[src/rtl/usb_dev_rw_responder_if.sv]
// Bus bundle for the USB device read/write responder: protocol-FSM token/data
// events, IN payload handshake, local memory req/gnt port and status pulses.
interface usb_dev_rw_responder_if;
    logic        tok_valid;
    logic        tok_in;
    logic [6:0]  tok_addr;
    logic [3:0]  tok_endp;
    logic        rx_valid;
    logic        rx_err;
    logic [63:0] rx_data;
    logic        resp_valid;
    logic        resp_nak;
    logic        tx_valid;
    logic [63:0] tx_data;
    logic        tx_ready;
    logic        host_ack;
    logic        host_err;
    logic        mem_req;
    logic        mem_we;
    logic [15:0] mem_addr;
    logic [63:0] mem_wdata;
    logic        mem_gnt;
    logic [63:0] mem_rdata;
    logic        xfer_done;
    logic        xfer_abort;

    modport slave (
        input  tok_valid, tok_in, tok_addr, tok_endp,
        input  rx_valid, rx_err, rx_data,
        input  tx_ready, host_ack, host_err,
        input  mem_gnt, mem_rdata,
        output resp_valid, resp_nak, tx_valid, tx_data,
        output mem_req, mem_we, mem_addr, mem_wdata,
        output xfer_done, xfer_abort
    );

    modport master (
        output tok_valid, tok_in, tok_addr, tok_endp,
        output rx_valid, rx_err, rx_data,
        output tx_ready, host_ack, host_err,
        output mem_gnt, mem_rdata,
        input  resp_valid, resp_nak, tx_valid, tx_data,
        input  mem_req, mem_we, mem_addr, mem_wdata,
        input  xfer_done, xfer_abort
    );
endinterface

[src/rtl/usb_dev_rw_responder.sv]
// Device-side responder: latches a 16-bit address from an OUT on ADDR_ENDP, then
// services OUT (write) / IN (read) on DATA_ENDP against a 64-bit local memory.
module usb_dev_rw_responder #(
    parameter logic [6:0] DEV_ADDR  = 7'd5,
    parameter logic [3:0] ADDR_ENDP = 4'd4,
    parameter logic [3:0] DATA_ENDP = 4'd8,
    parameter int         TIMEOUT   = 255
) (
    input  logic                  clk,
    input  logic                  rst_L,
    usb_dev_rw_responder_if.slave bus
);
    localparam logic [7:0] TMO_LAST = 8'(TIMEOUT - 1);

    typedef enum logic [2:0] {
        IDLE    = 3'd0,
        ADDR_RX = 3'd1,
        ARMED   = 3'd2,
        WR_RX   = 3'd3,
        WR_MEM  = 3'd4,
        RD_MEM  = 3'd5,
        RD_TX   = 3'd6,
        RD_ACK  = 3'd7
    } state_t;

    state_t      state_r;
    logic [15:0] addr_q_r;
    logic [63:0] data_q_r;
    logic [7:0]  timer_r;
    logic        rd_hold_r;
    logic        resp_valid_r, resp_nak_r, tx_valid_r, mem_req_r, mem_we_r;
    logic        xfer_done_r, xfer_abort_r;

    logic        rx_evt_s, tok_acc_s, addr_out_s, data_out_s, data_in_s;
    logic        progress_s, timeout_s;

    // Token qualification and the "something happened" term that holds off the timer
    always_comb begin
        rx_evt_s   = bus.rx_valid | bus.rx_err;
        tok_acc_s  = bus.tok_valid && (bus.tok_addr == DEV_ADDR) &&
                     ((bus.tok_endp == ADDR_ENDP) || (bus.tok_endp == DATA_ENDP)) &&
                     !rx_evt_s;
        addr_out_s = tok_acc_s && !bus.tok_in && (bus.tok_endp == ADDR_ENDP);
        data_out_s = tok_acc_s && !bus.tok_in && (bus.tok_endp == DATA_ENDP);
        data_in_s  = tok_acc_s &&  bus.tok_in && (bus.tok_endp == DATA_ENDP);
        progress_s = tok_acc_s;
        case (state_r)
            ADDR_RX, WR_RX: progress_s = tok_acc_s | rx_evt_s;
            WR_MEM, RD_MEM: progress_s = tok_acc_s | bus.mem_gnt;
            RD_TX:          progress_s = tok_acc_s | bus.tx_ready;
            RD_ACK:         progress_s = tok_acc_s | bus.host_ack | bus.host_err;
            default:        progress_s = tok_acc_s;
        endcase
        timeout_s = (state_r != IDLE) && !progress_s && (timer_r == TMO_LAST);
    end

    // Transaction FSM with registered handshake outputs and idle timer
    always_ff @(posedge clk or negedge rst_L) begin
        if (!rst_L) begin
            state_r      <= IDLE;
            addr_q_r     <= 16'd0;
            data_q_r     <= 64'd0;
            timer_r      <= 8'd0;
            rd_hold_r    <= 1'b0;
            resp_valid_r <= 1'b0;
            resp_nak_r   <= 1'b0;
            tx_valid_r   <= 1'b0;
            mem_req_r    <= 1'b0;
            mem_we_r     <= 1'b0;
            xfer_done_r  <= 1'b0;
            xfer_abort_r <= 1'b0;
        end else begin
            resp_valid_r <= 1'b0;
            resp_nak_r   <= 1'b0;
            xfer_done_r  <= 1'b0;
            xfer_abort_r <= 1'b0;
            if (timeout_s) begin
                state_r      <= IDLE;
                timer_r      <= 8'd0;
                rd_hold_r    <= 1'b0;
                tx_valid_r   <= 1'b0;
                mem_req_r    <= 1'b0;
                mem_we_r     <= 1'b0;
                xfer_abort_r <= 1'b1;
            end else begin
                timer_r <= (progress_s || (state_r == IDLE)) ? 8'd0 : timer_r + 8'd1;
                case (state_r)
                    IDLE: begin
                        if (addr_out_s) begin
                            state_r   <= ADDR_RX;
                            rd_hold_r <= 1'b0;
                        end else if (data_out_s || data_in_s) begin
                            resp_valid_r <= 1'b1;
                            resp_nak_r   <= 1'b1;
                        end
                    end
                    ADDR_RX: begin
                        // rx_err leaves us here silently so the host can resend the OUT
                        if (bus.rx_valid) begin
                            addr_q_r     <= bus.rx_data[15:0];
                            resp_valid_r <= 1'b1;
                            state_r      <= ARMED;
                        end
                    end
                    ARMED: begin
                        if (addr_out_s) begin
                            state_r   <= ADDR_RX;
                            rd_hold_r <= 1'b0;
                        end else if (data_out_s) begin
                            state_r <= WR_RX;
                        end else if (data_in_s && rd_hold_r) begin
                            state_r    <= RD_TX;
                            tx_valid_r <= 1'b1;
                        end else if (data_in_s) begin
                            state_r   <= RD_MEM;
                            mem_req_r <= 1'b1;
                            mem_we_r  <= 1'b0;
                        end
                    end
                    WR_RX: begin
                        if (bus.rx_valid) begin
                            data_q_r  <= bus.rx_data;
                            state_r   <= WR_MEM;
                            mem_req_r <= 1'b1;
                            mem_we_r  <= 1'b1;
                        end else if (bus.rx_err) begin
                            state_r <= ARMED;
                        end
                    end
                    WR_MEM: begin
                        if (bus.mem_gnt) begin
                            mem_req_r    <= 1'b0;
                            mem_we_r     <= 1'b0;
                            resp_valid_r <= 1'b1;
                            xfer_done_r  <= 1'b1;
                            rd_hold_r    <= 1'b0;
                            state_r      <= IDLE;
                        end
                    end
                    RD_MEM: begin
                        if (bus.mem_gnt) begin
                            data_q_r   <= bus.mem_rdata;
                            mem_req_r  <= 1'b0;
                            tx_valid_r <= 1'b1;
                            state_r    <= RD_TX;
                        end
                    end
                    RD_TX: begin
                        if (bus.tx_ready) begin
                            tx_valid_r <= 1'b0;
                            state_r    <= RD_ACK;
                        end
                    end
                    RD_ACK: begin
                        // A lost host handshake keeps data_q so the retry skips memory
                        if (bus.host_ack) begin
                            xfer_done_r <= 1'b1;
                            rd_hold_r   <= 1'b0;
                            state_r     <= IDLE;
                        end else if (bus.host_err) begin
                            rd_hold_r <= 1'b1;
                            state_r   <= ARMED;
                        end
                    end
                    default: begin
                        state_r    <= IDLE;
                        mem_req_r  <= 1'b0;
                        tx_valid_r <= 1'b0;
                    end
                endcase
            end
        end
    end

    assign bus.resp_valid = resp_valid_r;
    assign bus.resp_nak   = resp_nak_r;
    assign bus.tx_valid   = tx_valid_r;
    assign bus.tx_data    = data_q_r;
    assign bus.mem_req    = mem_req_r;
    assign bus.mem_we     = mem_we_r;
    assign bus.mem_addr   = addr_q_r;
    assign bus.mem_wdata  = data_q_r;
    assign bus.xfer_done  = xfer_done_r;
    assign bus.xfer_abort = xfer_abort_r;
endmodule

[src/flat_wrapper.sv]
// flat-port wrapper written by rule: the top's interface ports become plain ports
module usb_dev_rw_responder_flat 
#(
    parameter logic [6:0] DEV_ADDR  = 7'd5,
    parameter logic [3:0] ADDR_ENDP = 4'd4,
    parameter logic [3:0] DATA_ENDP = 4'd8,
    parameter int         TIMEOUT   = 255
)
  (clk, rst_L, bus_tok_valid, bus_tok_in, bus_tok_addr, bus_tok_endp, bus_rx_valid, bus_rx_err, bus_rx_data, bus_tx_ready, bus_host_ack, bus_host_err, bus_mem_gnt, bus_mem_rdata, bus_resp_valid, bus_resp_nak, bus_tx_valid, bus_tx_data, bus_mem_req, bus_mem_we, bus_mem_addr, bus_mem_wdata, bus_xfer_done, bus_xfer_abort);
  usb_dev_rw_responder_if bus_i ();
  input  logic clk;
  input  logic rst_L;
  input wire logic [$bits(bus_i.tok_valid)-1:0] bus_tok_valid;
  input wire logic [$bits(bus_i.tok_in)-1:0] bus_tok_in;
  input wire logic [$bits(bus_i.tok_addr)-1:0] bus_tok_addr;
  input wire logic [$bits(bus_i.tok_endp)-1:0] bus_tok_endp;
  input wire logic [$bits(bus_i.rx_valid)-1:0] bus_rx_valid;
  input wire logic [$bits(bus_i.rx_err)-1:0] bus_rx_err;
  input wire logic [$bits(bus_i.rx_data)-1:0] bus_rx_data;
  input wire logic [$bits(bus_i.tx_ready)-1:0] bus_tx_ready;
  input wire logic [$bits(bus_i.host_ack)-1:0] bus_host_ack;
  input wire logic [$bits(bus_i.host_err)-1:0] bus_host_err;
  input wire logic [$bits(bus_i.mem_gnt)-1:0] bus_mem_gnt;
  input wire logic [$bits(bus_i.mem_rdata)-1:0] bus_mem_rdata;
  output wire logic [$bits(bus_i.resp_valid)-1:0] bus_resp_valid;
  output wire logic [$bits(bus_i.resp_nak)-1:0] bus_resp_nak;
  output wire logic [$bits(bus_i.tx_valid)-1:0] bus_tx_valid;
  output wire logic [$bits(bus_i.tx_data)-1:0] bus_tx_data;
  output wire logic [$bits(bus_i.mem_req)-1:0] bus_mem_req;
  output wire logic [$bits(bus_i.mem_we)-1:0] bus_mem_we;
  output wire logic [$bits(bus_i.mem_addr)-1:0] bus_mem_addr;
  output wire logic [$bits(bus_i.mem_wdata)-1:0] bus_mem_wdata;
  output wire logic [$bits(bus_i.xfer_done)-1:0] bus_xfer_done;
  output wire logic [$bits(bus_i.xfer_abort)-1:0] bus_xfer_abort;
  assign bus_i.tok_valid = bus_tok_valid;
  assign bus_i.tok_in = bus_tok_in;
  assign bus_i.tok_addr = bus_tok_addr;
  assign bus_i.tok_endp = bus_tok_endp;
  assign bus_i.rx_valid = bus_rx_valid;
  assign bus_i.rx_err = bus_rx_err;
  assign bus_i.rx_data = bus_rx_data;
  assign bus_i.tx_ready = bus_tx_ready;
  assign bus_i.host_ack = bus_host_ack;
  assign bus_i.host_err = bus_host_err;
  assign bus_i.mem_gnt = bus_mem_gnt;
  assign bus_i.mem_rdata = bus_mem_rdata;
  assign bus_resp_valid = bus_i.resp_valid;
  assign bus_resp_nak = bus_i.resp_nak;
  assign bus_tx_valid = bus_i.tx_valid;
  assign bus_tx_data = bus_i.tx_data;
  assign bus_mem_req = bus_i.mem_req;
  assign bus_mem_we = bus_i.mem_we;
  assign bus_mem_addr = bus_i.mem_addr;
  assign bus_mem_wdata = bus_i.mem_wdata;
  assign bus_xfer_done = bus_i.xfer_done;
  assign bus_xfer_abort = bus_i.xfer_abort;
  usb_dev_rw_responder #(.DEV_ADDR(DEV_ADDR), .ADDR_ENDP(ADDR_ENDP), .DATA_ENDP(DATA_ENDP), .TIMEOUT(TIMEOUT)) u_core (.clk(clk), .rst_L(rst_L), .bus(bus_i));
endmodule
[config.mk]
export PLATFORM = sky130hd
export DESIGN_NAME = usb_dev_rw_responder_flat
export DESIGN_NICKNAME = d
export VERILOG_FILES = /design/src/rtl/usb_dev_rw_responder_if.sv /design/src/rtl/usb_dev_rw_responder.sv /design/src/flat_wrapper.sv
export SDC_FILE = /design/constraint.sdc
export NUM_CORES = 1
export LEC_CHECK = 0
export BUFFER_PORTS_ARGS = -buffer_cell sky130_fd_sc_hd__buf_4
export CAP_MARGIN = 10
export CORE_AREA = 2 2 118 120
export DETAILED_ROUTE_END_ITERATION = 6
export DIE_AREA = 0 0 120 122
export PLACE_DENSITY = 0.74
export SYNTH_ARGS = -nofsm -noshare
export SYNTH_HDL_FRONTEND = slang
export SYNTH_SLANG_ARGS = --single-unit
export TNS_END_PERCENT = 100
[constraint.sdc]
create_clock -name clk -period 2.55 [get_ports clk]
set_clock_uncertainty 0.15 [all_clocks]
set_input_delay 0.765 -clock clk [delete_from_list [all_inputs] [get_ports clk]]
set_output_delay 0.765 -clock clk [all_outputs]
set_load 0.005 [all_outputs]
==> flow_metrics.env, run 1 <==
export IMPL_worstSkewPairLatency_ns=0.34
export IMPL_dp_cells=910
export IMPL_hold_slack_ns=0.291
export IMPL_wire_per_inst_um=15.6
export IMPL_synth_area_sq_um=5280
export IMPL_syn_to_final_growth_pct=43.5
export IMPL_synth_area_leaders="dfrtp_1 47%, mux2i_1 13%, buf_4 9.8%"
export IMPL_clock_sinks=99
export IMPL_ys_types=51
export IMPL_path_max_fanout=5
export IMPL_synth_main_ff_cell="dfrtp_1"
export IMPL_coreArea_sq_um=13500
export IMPL_pre_cts_ws_ns=0.0429
export IMPL_synth_largest_area_cell="dfrtp_1"
export IMPL_synth_edf_count=0
export IMPL_viasPerCell=4.91
export IMPL_grt_pass1_wl_um=22400
export IMPL_fin_cells=926
export IMPL_leakagePower_nw=4.17
export IMPL_status="complete, no violations"
export IMPL_clock_fmax_mhz=463
export IMPL_cts_tree="yes"
export IMPL_netlist_instances=514
export IMPL_track_usage_pct=19.2
export IMPL_tns_ns=0
export IMPL_clkTransAtPathRegs_ns=0.06
export IMPL_yosys_register_bits=99
export IMPL_max_slew_margin_pct=61.9
export IMPL_antenna_found_initial=0
export IMPL_final_area_sq_um=7570
export IMPL_place_port_buffers=299
export IMPL_slew_violations=0
export IMPL_htreeDepth=3
export IMPL_place_hpwl_um=11100
export IMPL_critical_path_required_ns=2.63
export IMPL_cp_startpoint="bus_tok_endp[1]"
export IMPL_io_pins=300
export IMPL_ctsLongestPathBuffers=2
export IMPL_power_density_nw_per_um2=1010
export IMPL_rr_startpoint="u_core.state_r[1]"
export IMPL_seq_area_frac_synth_pct=47.0
export IMPL_finalPower_mw=7.67
export IMPL_fin_nets=892
export IMPL_yosys_area_top_type_share_pct=47.0
export IMPL_antenna_cells=0
export IMPL_fin_crit_sh_pct=84.6
export IMPL_post_cts_buffers=0
export IMPL_start_util_pct=39.1
export IMPL_end_kind="register"
export IMPL_synth_fp_nets=665
export IMPL_place_area_sq_um=7270
export IMPL_cp_arrival_ns=2.24
export IMPL_dieArea_sq_um=14600
export IMPL_drt_pass1_iterations=4
export IMPL_ant_nets=0
export IMPL_fin_crit_ns=2.16
export IMPL_vias=4543
export IMPL_final_hold_viol_count=0
export IMPL_drt_iter0_markers=155
export IMPL_rsz0062_at_grt="no"
export IMPL_grt_pass1_vias=4513
export IMPL_setup_viol=0
export IMPL_routed_wl_um=14400
export IMPL_die_w_um=120
export IMPL_peakVddDrop_v=0.000496
export IMPL_hp_class="in2async"
export IMPL_postCtsResizedCells=0
export IMPL_cp_start_kind="input pin"
export IMPL_root_buffer="clkbuf_16"
export IMPL_path_class="in2reg"
export IMPL_rows=43
export IMPL_post_route_drc_count=0
export IMPL_async_flop_share_pct=100
export IMPL_layout_drive_gt1_share_pct=46.9
export IMPL_synth_area_per_cell_sq_um=10.3
export IMPL_ys_warn_count=0
export IMPL_reg2regPathDepth=5
export IMPL_place_congestion=0.861
export IMPL_overflow=0
export IMPL_fin_ws_ns=0.392
export IMPL_tightest_slew_ns=0.564
export IMPL_grt_max_degree=100
export IMPL_drv_cap=0
export IMPL_cts_hold_buffers=0
export IMPL_postLayoutCoreUtil_pct=56.1
export IMPL_die_y_um=122
export IMPL_cts_buffers=9
## cell type report
| cell class | instances | area [sq um] |
|---|---|---|
| tap | 180 | 225 |
| fill | 1195 | 5930 |
| sequential | 99 | 2480 |
| clock inverter | 3 | 46.3 |
| clock buffer | 13 | 260 |
| inverter | 4 | 15.0 |
| timing repair buffer | 310 | 2390 |
| multi-input combinational | 317 | 2160 |
## cell usage after synthesis, types with 2 or more instances
cell type  number
a211oi_1        2
a21oi_1         7
and3_1          2
and3b_1         2
and4_1          2
buf_1           3
buf_2          13
buf_4          69
clkbuf_1        8
dfrtp_1        99
ha_1            2
inv_1           4
mux2_2         17
mux2i_1        66
nand2_1        69
nand2b_1        4
nand3_1         6
nand4_1         4
nor2_1         19
nor2b_1         3
nor3b_1         4
o2111ai_1       2
o211ai_1        3
o21ai_0        70
or2_2           2
or3_1           2
xor2_1          6
## kinds of logic after synthesis
| kind of cell | share of synthesized area, % |
|---|---|
| simple gates | 12.4 |
| compound gates | 10.5 |
| mux | 16.1 |
| xor+xnor | 1.16 |
| fa+ha+maj | 0.474 |
| flops | 47.0 |
| buf+inv | 12.3 |
## state kept, by name (all words and copies together) (netlist names)
register / count
u_core.bus.mem_addr: 16
u_core.bus.mem_req: 1
u_core.bus.mem_wdata: 64
u_core.bus.mem_we: 1
u_core.bus.resp_nak: 1
u_core.bus.resp_valid: 1
u_core.bus.tx_valid: 1
u_core.bus.xfer_abort: 1
u_core.bus.xfer_done: 1
u_core.rd_hold_r: 1
u_core.state_r: 3
u_core.timer_r: 8
## layout by cell type, fill, tap and decap left out, types with 2 or more instances in the layout
| cell | instances |
|---|---|
| buf_4 | 305 |
| dfrtp_1 | 99 |
| o21ai_0 | 70 |
| nand2_1 | 69 |
| mux2i_1 | 66 |
| nor2_1 | 19 |
| mux2_2 | 17 |
| clkbuf_16 | 9 |
| xor2_1 | 6 |
| nand3_1 | 6 |
| a21oi_1 | 6 |
| buf_12 | 5 |
| inv_1 | 4 |
| nor3b_1 | 4 |
| nand2b_1 | 4 |
| nand4_1 | 4 |
| o211ai_1 | 3 |
| nor2b_1 | 3 |
| and4_1 | 2 |
| or3_1 | 2 |
| or2_2 | 2 |
| and3_1 | 2 |
| and3b_1 | 2 |
| o2111ai_1 | 2 |
| a211oi_1 | 2 |
| ha_1 | 2 |
| clkbuf_1 | 2 |
| clkbuf_8 | 2 |
## path summary, 6_finish.rpt
| kind | slack, ns | end |
|---|---|---|
| hold / removal | 0.29 | u_core.bus.resp_nak |
| max in group asynchronous | 1.49 | u_core.bus.mem_wdata[59] |
| setup reg to reg | 0.42 | u_core.bus.mem_we |
| setup / recovery | 0.39 | u_core.state_r[1] |
| hold reg to reg | 0.36 | u_core.bus.mem_addr[10] |
| min in group clk | 0.36 | u_core.bus.mem_addr[10] |
## layer usage
| layer | part of all wire [%] | global-route usage (%) | vias up | wire length [um] |
|---|---|---|---|---|
| li1 | - | - | 2173 | - |
| met1 | 40 | 22.9 | 2152 | 5790 |
| met2 | 51 | 33.7 | 192 | 7310 |
| met3 | 6.8 | 3.89 | 26 | 983 |
| met4 | 2.2 | 8.24 | 0 | 315 |
| met5 | 0 | 0 | - | 0 |
## report_power, final
| group | internal (mW) | total [mW] | switching [mW] |
|---|---|---|---|
| clock | 0.817 | 1.39 | 0.571 |
| sequential | 2.24 | 2.85 | 0.613 |
| combinational | 2.04 | 3.44 | 1.40 |
## worst max-delay path: stages
cell and delay, ns:
buf_4 0.12, nor4_4 0.43, o2111ai_1 0.18, a211oi_1 0.42
o211ai_1 0.15, o211a_1 0.16
(Power assumes the default switching activity.)
==> inputs of run 2 (changes only) <==
- CORE_AREA: 2 2 118 120 -> not set
- CORE_ASPECT_RATIO: not set -> 0.8
- CORE_MARGIN: not set -> 2
- CORE_UTILIZATION: not set -> 40
- DIE_AREA: 0 0 120 122 -> not set
- PLACE_DENSITY: 0.74 -> 0.78
- clock period: 2.55 -> 1.9 ns (I/O delays scaled with it)
==> run 2 against run 1 <==
Sequential power is 33% higher; setup slack worse by 0.33 ns; first-iteration DRC count is 37% higher; clock-buffer cell count is 3 lower; largest cell class is now non-clock buffers.
==> flow_metrics.env, run 2 (same netlist as run 1, synthesis figures left out) <==
export IMPL_status="complete, no violations"
export IMPL_final_hold_viol_count=0
export IMPL_cts_hold_buffers=0
export IMPL_grt_pass1_vias=4693
export IMPL_wire_per_inst_um=16.8
export IMPL_overflow=0
export IMPL_setup_viol=0
export IMPL_cp_start_kind="register"
export IMPL_antenna_found_initial=0
export IMPL_drv_cap=0
export IMPL_viasPerCell=4.97
export IMPL_path_buf_inv=4
export IMPL_rsz0062_at_grt="yes"
export IMPL_die_w_um=132
export IMPL_layout_drive_gt1_share_pct=50.5
export IMPL_max_stage_delay_ns=0.48
export IMPL_root_buffer="clkbuf_16"
export IMPL_critical_path_required_ns=1.97
export IMPL_drt_pass1_iterations=5
export IMPL_cp_arrival_ns=1.91
export IMPL_rows=37
export IMPL_nFillCells=1068
export IMPL_dp_cells=930
export IMPL_final_area_sq_um=7920
export IMPL_io_pins=300
export IMPL_antenna_cells=0
export IMPL_crit_path_cell_trace="buf_4, nor3b_1, buf_4, a21oi_4, buf_12, clkbuf_16, nand2_1, o21ai_0"
export IMPL_fin_nets=926
export IMPL_routed_wl_um=16000
export IMPL_die_y_um=107
export IMPL_clkTransAtPathRegs_ns=0.07
export IMPL_end_kind="register"
export IMPL_path_common_cell="buf_4"
export IMPL_place_congestion=0.852
export IMPL_coreArea_sq_um=12900
export IMPL_slew_violations=0
export IMPL_worstSkewPairLatency_ns=0.35
export IMPL_ant_nets=0
export IMPL_place_hpwl_um=11900
export IMPL_final_common_cell="buf_4"
export IMPL_fin_crit_sh_pct=96.9
export IMPL_cp_top_family="buffers and inverters"
export IMPL_place_area_sq_um=7460
export IMPL_tightest_slew_ns=0.549
export IMPL_slowest_stage="dfrtp_2"
export IMPL_final_cell_mix="334 x buf_4, 97 x dfrtp_1, 69 x nand2_1, 69 x o21ai_0, 66 x mux2i_1"
export IMPL_tns_ns=0
export IMPL_htreeDepth=3
export IMPL_grt_pass1_wl_um=24300
export IMPL_drt_iter0_markers=213
export IMPL_cts_tree="yes"
export IMPL_max_slew_margin_pct=63.4
export IMPL_dieArea_sq_um=14100
export IMPL_path_max_fanout=19
export IMPL_vias=4743
export IMPL_post_route_drc_count=0
export IMPL_power_density_nw_per_um2=1360
export IMPL_start_util_pct=41.0
export IMPL_hp_class="in2async"
export IMPL_clock_sinks=99
export IMPL_syn_to_final_growth_pct=50.0
export IMPL_peakVddDrop_v=0.000667
export IMPL_fin_crit_ns=1.84
export IMPL_ctsLongestPathBuffers=2
export IMPL_path_class="reg2reg"
export IMPL_largest_reg_flops=64
export IMPL_clock_fmax_mhz=543
export IMPL_track_usage_pct=21.4
export IMPL_leakagePower_nw=4.37
export IMPL_cts_buffers=9
export IMPL_grt_max_degree=100
export IMPL_place_port_buffers=299
export IMPL_fin_cells=955
run 2: area by class of cell:
| type | instances | area [sq um] | share of cell area (%) |
|---|---|---|---|
| Timing Repair Buffer | 344 | 2700 | 34.1 |
| Sequential cell | 99 | 2480 | 31.3 |
| Multi-Input combinational cell | 317 | 2210 | 27.9 |
| Clock buffer | 10 | 229 | 2.89 |
| Tap cell | 175 | 219 | 2.77 |
| Clock inverter | 6 | 63.8 | 0.806 |
| Inverter | 4 | 15.0 | 0.190 |
run 2: path summary, 6_finish.rpt:
check                      depth (start not counted)                        to  slack (ns)                   start
hold reg to reg                                    1    u_core.bus.mem_addr[9]        0.36  u_core.bus.mem_addr[9]
setup reg to reg                                   8  u_core.bus.mem_wdata[62]        0.06       u_core.state_r[1]
max in group asynchronous                          2  u_core.bus.mem_wdata[36]        1.05                   rst_L
hold / removal                                     2       u_core.bus.resp_nak        0.11                   rst_L
setup / recovery                                   8  u_core.bus.mem_wdata[62]        0.06       u_core.state_r[1]
min in group clk                                   2   u_core.bus.mem_addr[13]        0.31         bus_rx_data[13]
run 2: stage by stage:
stage	total power, mW	hold slack (ns)	util [%]	worst slack (ns)
global route	11.4	0.168	61.5	-0.0227
finish	10.7	0.107	61.5	0.0580
floorplan	6.30	0.124	-	-0.0923
CTS	10.6	0.148	60.3	-0.00831
global placement	8.63	0.342	58.0	-0.315
detailed placement	8.78	0.347	58.0	-0.372
run 2: metal layers:
layer	up-vias	global-route usage, %	part of all wire (%)
li1	2240	-	-
met1	2283	26.7	42
met2	202	36.9	50
met3	18	5.86	7.0
met4	0	5.61	1.4
met5	-	0	0
run 2: power by group:
| part | total [mW] | internal [mW] | switching (mW) |
|---|---|---|---|
| clock | 1.82 | 1.02 | 0.800 |
| sequential | 3.79 | 3.01 | 0.777 |
| combinational | 5.13 | 3.00 | 2.13 |
run 2: what timing repair did:
action / in CTS / in global routing
pin swaps: 0 / 2
cloned: 0 / 3
endpoints found under the setup margin: 35 / 86
hold endpoints to repair: 0 / 0
setup buffers: 0 / 6
gates resized for setup: 1 / 13
